--- src/rtl/pill_sched_pkg.sv ---
// rtl/pill_sched_pkg.sv - shared types and constants for the pill schedule writer
package pill_sched_pkg;

    localparam int SCHED_W = 28;

    // Control FSM load state; the monitor re-reads durations when control returns here
    localparam logic [3:0] RELOAD_STATE = 4'd0;

    // Nibble offsets of each field inside the schedule word
    localparam int OFF_PROF = 24;
    localparam int OFF_ID1  = 20;
    localparam int OFF_DUR1 = 16;
    localparam int OFF_ID2  = 12;
    localparam int OFF_DUR2 = 8;
    localparam int OFF_ID3  = 4;
    localparam int OFF_DUR3 = 0;

    typedef enum logic [3:0] {
        ST_IDLE    = 4'd0,
        ST_PROF    = 4'd1,
        ST_ID1     = 4'd2,
        ST_DUR1    = 4'd3,
        ST_ID2     = 4'd4,
        ST_DUR2    = 4'd5,
        ST_ID3     = 4'd6,
        ST_DUR3    = 4'd7,
        ST_CONFIRM = 4'd8,
        ST_WRITE   = 4'd9,
        ST_DONE    = 4'd10
    } state_t;

    // Bit offset of the nibble that a field index (0..6) writes
    function automatic logic [4:0] field_offset(input logic [2:0] field);
        logic [4:0] off;
        case (field)
            3'd0:    off = 5'(OFF_PROF);
            3'd1:    off = 5'(OFF_ID1);
            3'd2:    off = 5'(OFF_DUR1);
            3'd3:    off = 5'(OFF_ID2);
            3'd4:    off = 5'(OFF_DUR2);
            3'd5:    off = 5'(OFF_ID3);
            default: off = 5'(OFF_DUR3);
        endcase
        return off;
    endfunction

    // Display cursor for a state: fields 0..6, 7 once all fields are entered
    function automatic logic [2:0] field_of(input state_t st);
        logic [2:0] f;
        case (st)
            ST_PROF:    f = 3'd0;
            ST_ID1:     f = 3'd1;
            ST_DUR1:    f = 3'd2;
            ST_ID2:     f = 3'd3;
            ST_DUR2:    f = 3'd4;
            ST_ID3:     f = 3'd5;
            ST_DUR3:    f = 3'd6;
            ST_CONFIRM: f = 3'd7;
            ST_WRITE:   f = 3'd7;
            ST_DONE:    f = 3'd7;
            default:    f = 3'd0;
        endcase
        return f;
    endfunction

endpackage

--- src/rtl/pill_field_check.sv ---
// rtl/pill_field_check.sv - combinational legality check for one schedule field
module pill_field_check
    import pill_sched_pkg::*;
(
    input  logic [2:0]         field,
    input  logic [3:0]         value,
    input  logic [SCHED_W-1:0] staged,
    input  logic [3:0]         max_interval,
    output logic               accept
);

    logic [3:0] id1;
    logic [3:0] id2;
    logic       interval_ok;

    assign id1 = staged[OFF_ID1 +: 4];
    assign id2 = staged[OFF_ID2 +: 4];

    // Zero is the monitor's reload marker, so it is never a legal interval
    assign interval_ok = (value != 4'd0) && (value <= max_interval);

    // Ids only compare against pills entered before this one; later nibbles may be stale
    always_comb begin
        accept = 1'b0;
        case (field)
            3'd0:    accept = 1'b1;
            3'd1:    accept = (value != 4'd0);
            3'd3:    accept = (value != 4'd0) && (value != id1);
            3'd5:    accept = (value != 4'd0) && (value != id1) && (value != id2);
            3'd2,
            3'd4,
            3'd6:    accept = interval_ok;
            default: accept = 1'b0;
        endcase
    end

endmodule

--- src/rtl/pill_schedule_writer.sv ---
// rtl/pill_schedule_writer.sv - front-panel programming FSM that stages and writes the schedule word
module pill_schedule_writer
    import pill_sched_pkg::*;
#(
    parameter logic [3:0] MAX_INTERVAL = 4'd12
) (
    input  logic               clk,
    input  logic               rst_n,
    input  logic [3:0]         value,
    input  logic               start,
    input  logic               enter,
    input  logic               back,
    input  logic               wr_ack,
    output logic               wr_en,
    output logic [SCHED_W-1:0] wr_data,
    output logic [2:0]         field_idx,
    output logic               busy,
    output logic               err,
    output logic               reload_req
);

    state_t             state;
    state_t             state_next;
    logic [SCHED_W-1:0] staged_next;
    logic               err_next;
    logic [2:0]         cur_field;
    logic               accept;

    assign cur_field = field_of(state);

    pill_field_check u_check (
        .field        (cur_field),
        .value        (value),
        .staged       (wr_data),
        .max_interval (MAX_INTERVAL),
        .accept       (accept)
    );

    // State register
    always_ff @(posedge clk or negedge rst_n) begin
        if (!rst_n) begin
            state <= ST_IDLE;
        end else begin
            state <= state_next;
        end
    end

    // Next state, staged word and error flag; back has priority over enter
    always_comb begin
        state_next  = state;
        staged_next = wr_data;
        err_next    = err;
        case (state)
            ST_IDLE: begin
                if (start) begin
                    state_next  = ST_PROF;
                    staged_next = '0;
                    err_next    = 1'b0;
                end
            end
            ST_PROF, ST_ID1, ST_DUR1, ST_ID2, ST_DUR2, ST_ID3, ST_DUR3: begin
                if (back) begin
                    err_next = 1'b0;
                    case (state)
                        ST_PROF: state_next = ST_IDLE;
                        ST_ID1:  state_next = ST_PROF;
                        ST_DUR1: state_next = ST_ID1;
                        ST_ID2:  state_next = ST_DUR1;
                        ST_DUR2: state_next = ST_ID2;
                        ST_ID3:  state_next = ST_DUR2;
                        default: state_next = ST_ID3;
                    endcase
                end else if (enter) begin
                    if (accept) begin
                        err_next = 1'b0;
                        staged_next[field_offset(cur_field) +: 4] = value;
                        case (state)
                            ST_PROF: state_next = ST_ID1;
                            ST_ID1:  state_next = ST_DUR1;
                            ST_DUR1: state_next = ST_ID2;
                            ST_ID2:  state_next = ST_DUR2;
                            ST_DUR2: state_next = ST_ID3;
                            ST_ID3:  state_next = ST_DUR3;
                            default: state_next = ST_CONFIRM;
                        endcase
                    end else begin
                        err_next = 1'b1;
                    end
                end
            end
            ST_CONFIRM: begin
                if (back) begin
                    state_next = ST_DUR3;
                    err_next   = 1'b0;
                end else if (enter) begin
                    state_next = ST_WRITE;
                    err_next   = 1'b0;
                end
            end
            ST_WRITE: begin
                if (wr_ack) begin
                    state_next = ST_DONE;
                end
            end
            ST_DONE: begin
                state_next = ST_IDLE;
            end
            default: begin
                state_next = ST_IDLE;
            end
        endcase
    end

    // Registered outputs decoded from the next state so they line up with the state register
    always_ff @(posedge clk or negedge rst_n) begin
        if (!rst_n) begin
            wr_en      <= 1'b0;
            wr_data    <= '0;
            field_idx  <= 3'd0;
            busy       <= 1'b0;
            err        <= 1'b0;
            reload_req <= 1'b0;
        end else begin
            wr_en      <= (state_next == ST_WRITE);
            wr_data    <= staged_next;
            field_idx  <= field_of(state_next);
            busy       <= (state_next != ST_IDLE);
            err        <= err_next;
            reload_req <= (state_next == ST_DONE);
        end
    end

endmodule

--- config.mk ---
export PLATFORM = sky130hd
export DESIGN_NAME = pill_schedule_writer
export DESIGN_NICKNAME = d
export VERILOG_FILES = /design/src/rtl/pill_sched_pkg.sv /design/src/rtl/pill_field_check.sv /design/src/rtl/pill_schedule_writer.sv
export SDC_FILE = /design/constraint.sdc
export NUM_CORES = 1
export LEC_CHECK = 0
export BUFFER_PORTS_ARGS = -buffer_cell sky130_fd_sc_hd__buf_4
export CORE_UTILIZATION = 47
export DETAILED_ROUTE_END_ITERATION = 8
export PLACE_DENSITY = 0.69
export SLEW_MARGIN = 5
export SYNTH_ARGS = -nofsm -noshare
export SYNTH_HDL_FRONTEND = slang
export SYNTH_SLANG_ARGS = --single-unit
--- constraint.sdc ---
create_clock -name clk -period 5.7 [get_ports clk]
set_input_delay 1.14 -clock clk [delete_from_list [all_inputs] [get_ports clk]]
set_output_delay 1.14 -clock clk [all_outputs]
set_load 0.1 [all_outputs]
# Word level (Yosys, flattened, before mapping)
# Memory sizes are Yosys's and may differ from the RTL's. A register that Yosys moved wholly into a read port is not among the register bits.
# Index checks and enable logic that the tools add are counted.
[totals]
wordCells = 80
register_bits = 36
romBits = 96
input_bits = 10
out_inout_bits = 35
latch_bits = 0
mem_count = 2
ram_bits = 0
[memory_table]
columns = ["memory", "words", "word_bits", "rd", "rd_clocked_by_memory_dff", "write_ports", "line", "source"]
rows = [
  ["(name not given)", 16, 3, 1, 1, 0, "pill_sched_pkg.sv:50", "case (st)"],
  ["(name not given)", 16, 3, 1, 0, 0, "pill_sched_pkg.sv:50", ""],
]
[classes]
bitwise_logic = 0
shift = 2
n_mux = 29
addsub = 1
magnitude_cmp = 1
eq_ne = 25
n_mul = 0
div = 0
reduce_logical = 14
[ops]
columns = ["operator", "n"]
rows = [
  ["$mux 28", 4],
  ["$pmux 28 s2", 1],
  ["$pmux 5 s6", 1],
  ["$bwmux 28", 1],
  ["$mux 4", 7],
  ["$shift 4x7->28 const A", 1],
  ["$shiftx 4x7->28", 1],
  ["$pmux 4 s6", 1],
  ["$mux 5", 4],
  ["$pmux 3 s6", 1],
  ["$eq 4x3->1 const B", 4],
  ["$eq 4x4->1 const B", 4],
  ["$pmux 4 s4", 1],
  ["$eq 3x3->1 const B", 3],
  ["$eq 4x2->1 const B", 2],
  ["$ne 2x2->1 const B", 4],
  ["$ne 4x4->1", 2],
  ["$reduce_bool 4->1", 2],
  ["$neg 5->7", 1],
  ["$reduce_or 7->1", 1],
  ["$eq 3x2->1 const B", 2],
  ["$mux 1", 6],
  ["$ne 3x3->1 const B", 2],
  ["$pmux 1 s5", 1],
  ["other kinds (13)", 15],
]

# Longest topological paths before layout
[depth]
ltp_word = 15
depth_mapped = 14
mapped_depth_nobuf = 14

# Hierarchy
# A second synthesis with hierarchy kept.
[hier_totals]
cells_unflattened = 241
hier_area_um2 = 2429.8
[by_module_without_submodules]
columns = ["mod", "instances", "cells_each", "area_each_um2", "seq_area_each_um2"]
rows = [
  ["pill_schedule_writer", 1, 209, 2200.9, 975.9],
  ["pill_field_check", 1, 32, 229.0, 0.0],
]

# Worst setup path before layout
# No wires, ideal clock.
[synth_path]
path_type = "in2reg"
startpoint = "in value[1]"
endpoint = "reg field_idx[1]"
stages = 13
n_path_buf = 1
required_time_ps = 5563
setup_time_ps = 137
arrival_time_ps = 3319
path_slack_ps = 2244
path_cell_list = "buf_2 > xor2_1 > nor4_1 > o21ai_0 > a32o_2 > and3_4 > o21a_1 > nor3_2 > inv_1 > ha_1 > inv_1 > xnor2_1 > o22ai_1"
[synth_between]
elab_chain_len = 8
elab_cells_between_ends = 12
cone_classes = "order compare: 1; eq/ne: 2; mux: 5; reduce/logical: 4"
[synth_rtl]
columns = ["item", "line", "source"]
rows = [
  ["start, declared", "pill_schedule_writer.sv:9", "input logic [3:0] value,"],
  ["parallel branches: the longest is 3 deep, another holds $le 4x4->1", "-", ""],
  ["$pmux 1 s5 *", "pill_field_check.sv:25", "case (field)"],
  ["$mux 4 *", "pill_schedule_writer.sv:74", "if (accept) begin"],
  ["$mux 4 *", "pill_schedule_writer.sv:73", "end else if (enter) begin"],
  ["$mux 4 *", "pill_schedule_writer.sv:62", "if (back) begin"],
  ["$pmux 4 s4 *", "pill_schedule_writer.sv:53", "case (state)"],
  ["named net state_next[0]", "pill_schedule_writer.sv:23", "state_t state_next;"],
  ["end, declared", "pill_schedule_writer.sv:16", "output logic [2:0] field_idx,"],
]
# Mark *: on every way through the listed nets, which the timed path passes.
# A chain may end at the register's enable or synchronous reset.

# Final worst setup path
[layout_path]
startpoint = "reg state[0]"
endpoint = "reg wr_data[18]"
[layout_between]
elab_chain_len = 14
elab_cells_between_ends = 38
cone_classes = "add/sub: 1; eq/ne: 17; shift: 2; mux: 11; reduce/logical: 6; memory: 1"
[layout_rtl]
columns = ["item", "line", "source"]
rows = [
  ["start, declared", "pill_schedule_writer.sv:22", "state_t state;"],
  ["start signal, assigned", "pill_schedule_writer.sv:44", "state <= state_next;"],
  ["$mem_v2 16x3", "-", ""],
  ["$eq 3x3->1 (tied with other cells)", "pill_sched_pkg.sv:35, pill_field_check.sv:25", ""],
  ["$pmux 5 s6", "pill_sched_pkg.sv:35", "case (field)"],
  ["$mux 5", "pill_schedule_writer.sv:74", ""],
  ["$mux 5", "pill_schedule_writer.sv:73", ""],
  ["$mux 5", "pill_schedule_writer.sv:62", ""],
  ["$mux 5", "pill_schedule_writer.sv:53", ""],
  ["$neg 5->7", "pill_schedule_writer.sv:76", "staged_next[field_offset(cur_field) +: 4] = value;"],
  ["$shiftx 4x7->28 or $shift 4x7->28 (tied branches)", "pill_schedule_writer.sv:76", ""],
  ["$bwmux 28", "pill_schedule_writer.sv:76", ""],
  ["$mux 28", "pill_schedule_writer.sv:74", ""],
  ["$mux 28", "pill_schedule_writer.sv:73", ""],
  ["$mux 28", "pill_schedule_writer.sv:62", ""],
  ["$pmux 28 s2", "pill_schedule_writer.sv:53", ""],
  ["end signal, assigned", "pill_schedule_writer.sv:125", "wr_data <= staged_next;"],
  ["end, declared", "pill_schedule_writer.sv:15", "output logic [SCHED_W-1:0] wr_data,"],
]
# Parallel ways exist; a longest one is shown, timed or not. The select of a mux whose other input is x is not followed.

==> impl_metrics.tcl <==
set metrics [dict create \
    grt_overflow 0 \
    cts_tree "built" \
    syn_nets 251 \
    clockBufferDepth 2 \
    cts_resized 0 \
    routedWlPerCell_um 15.9 \
    fin_area_um2 2800 \
    startpoint_type "register" \
    ys_top_cells_by_area "dfrtp_1, a32o_1, ha_1" \
    postRouteAntennaNets 0 \
    cpMostUsedCell "ha_1" \
    nFillCells 442 \
    min_period_ns 3.80 \
    synth_edf_count 0 \
    syn_avg_cell_area_um2 10.4 \
    synth-main-ff-cell "dfrtp_1" \
    slowest_stage "nor3_1" \
    yosys_warnings 0 \
    path_cells "inv_1 > ha_1 > o32a_1 > o21ai_0 > ha_1 > ha_1 > nand3b_1 > nor3_1 > a32o_1" \
    numCtsBuffers 5 \
    layout.nets 290 \
    placed_cells 327 \
    synthesis.instances 228 \
    clock_latency_ns 0.29 \
    period_share_pct 66.6 \
    wl_um 5320 \
    async_flop_share_pct 100 \
    crit_fanout 12 \
    finalNonFillerCells 335 \
    criticalPathCategory "register to register" \
    first_global_vias 1888 \
    rows 25 \
    syn_area_um2 2370 \
    yosys.area.top_type "dfrtp_1" \
    crit_arrival_ns 4.03 \
    pin_count 45 \
    slew_viol_final 0 \
    cts-htree-levels 2 \
    cts_setup_buffers 0 \
    placement.cell_area_um2 2710 \
    grt_antenna_before_repair 0 \
    num_vias 1929 \
    grt_pass1_wl_um 9030 \
    drtIter0Drc 100 \
    crit_buf_inv 1 \
    grt.total_usage_pct 22.3 \
    io_buffers 44 \
    hold_viol 0 \
    yosysSeqAreaShare_pct 41.2 \
    status "finished clean" \
    holdCritPathClass "register to register" \
    tightest_slew_ns 1.21 \
    final-setup-viol-count 0 \
    finalWeightedCongestion 0.898 \
    die-area_um2 5320 \
    cpPeakStageDelay_ns 1.00 \
    coreArea_um2 4790 \
    slew_headroom_pct 18.5 \
    cp-end-kind "register" \
    drv_cap 0 \
    drc 0 \
    grt_max_degree 40 \
    critPathTopFamily "simple AND/OR/NAND/NOR gates" \
    first_pass_iters 4 \
    die_x_um 73.0 \
    postCtsHoldBufs 0 \
    ys_ff_latch 39 \
    crit_required_ns 5.93 \
    n_antenna_cell 0 \
    ff_latch_area_um2 976 \
    clock_sinks 39 \
    layout_common_cells "buf_4, dfrtp_1, a32o_1" \
    finalSetupTns_ns 0 \
    areaGrowthSynthToFinish_pct 18.2 \
    multiInputGateArea_um2 1300 \
    synth.top_cell.area_share_pct 41.2 \
    rsz0062_at_grt "false" \
    viasPerCell 5.76 \
    die_h_um 73.0 \
    ys_types 50 \
    path_clk_slew_ns 0.08 \
    place_hpwl_um 3900 \
    finalClockSkew_ns 0.00666 \
    max_freq_mhz 263 \
    drive_gt1_share_pct 24.6 \
    start_util_pct 49.5 \
    cts-root-buf "clkbuf_8" \
    final_common_cell "buf_4" \
]
## metrics by stage
step,hold WS [ns],utilization [%],worst slack [ns]
floorplan,0.789,-,2.24
global placement,0.484,56.7,1.96
detailed placement,0.487,56.7,1.92
CTS,0.509,58.5,1.93
global route,0.531,58.5,1.55
finish,0.504,58.5,1.90
## per-layer routing
metal  track usage [%]  vias up  share of wire [%]  routed length [um]
met5                 0        -                  0                   0
met4              7.84        0                1.4                  74
met3              4.28        6                4.2                 222
met2              34.9       48                 46                2450
met1              31.1      942                 48                2580
li1                  -      933                  -                   -
## synth_stat cells, types with 4 or more instances
cell       n
dfrtp_1   39
a32o_1    17
nor2_1    14
o21ai_0   14
ha_1      13
a22o_1    11
nor3_1    10
a21oi_1    9
xor2_1     8
buf_2      7
inv_1      7
nand2_1    7
nand2b_1   6
and2_1     5
nor4_1     4
## final timing paths
kind                                        startpoint                      end  slack (ns)  cells after the start
worst min register to register  wr_data[2]$_DFFE_PN0P_   wr_data[2]$_DFFE_PN0P_        0.50                      1
min in group asynchronous                        rst_n  wr_data[22]$_DFFE_PN0P_        0.80                      1
max in group asynchronous                        rst_n          err$_DFFE_PN0P_        4.55                      1
worst max register to register      state[0]$_DFF_PN0_  wr_data[18]$_DFFE_PN0P_        1.90                      9
worst min-delay path            wr_data[2]$_DFFE_PN0P_   wr_data[2]$_DFFE_PN0P_        0.50                      1
worst max-delay path                state[0]$_DFF_PN0_  wr_data[18]$_DFFE_PN0P_        1.90                      9
## registers in the layout (all words and copies together) (netlist names)
name,count
wr_en,1
field_idx,3
wr_data,28
state,4
busy,1
err,1
reload_req,1
## cells by family (layout without fill, tap and decap cells)
| kind of cell | Yosys count | after routing | synth area share, % |
|---|---|---|---|
| AOI/OAI and AO/OA | 77 | 77 | 25.5 |
| xor gates and xnor gates | 9 | 9 | 3.33 |
| adders and majority gates | 13 | 13 | 6.87 |
| buffers and inverters | 19 | 59 | 4.02 |
| DFF | 39 | 39 | 41.2 |
| muxes | 3 | 3 | 1.32 |
| and+or+nand+nor | 68 | 68 | 17.8 |
## layout make-up
class,instances,share of cell area (%)
multi-input combinational,170,46.3
sequential,39,34.9
timing repair buffer,44,11.8
tap,67,3.00
clock buffer,6,2.59
inverter,7,0.939
clock inverter,2,0.447
Power is not shown: default switching activity piles up to over one toggle a cycle in this logic, so the estimate is an artifact.
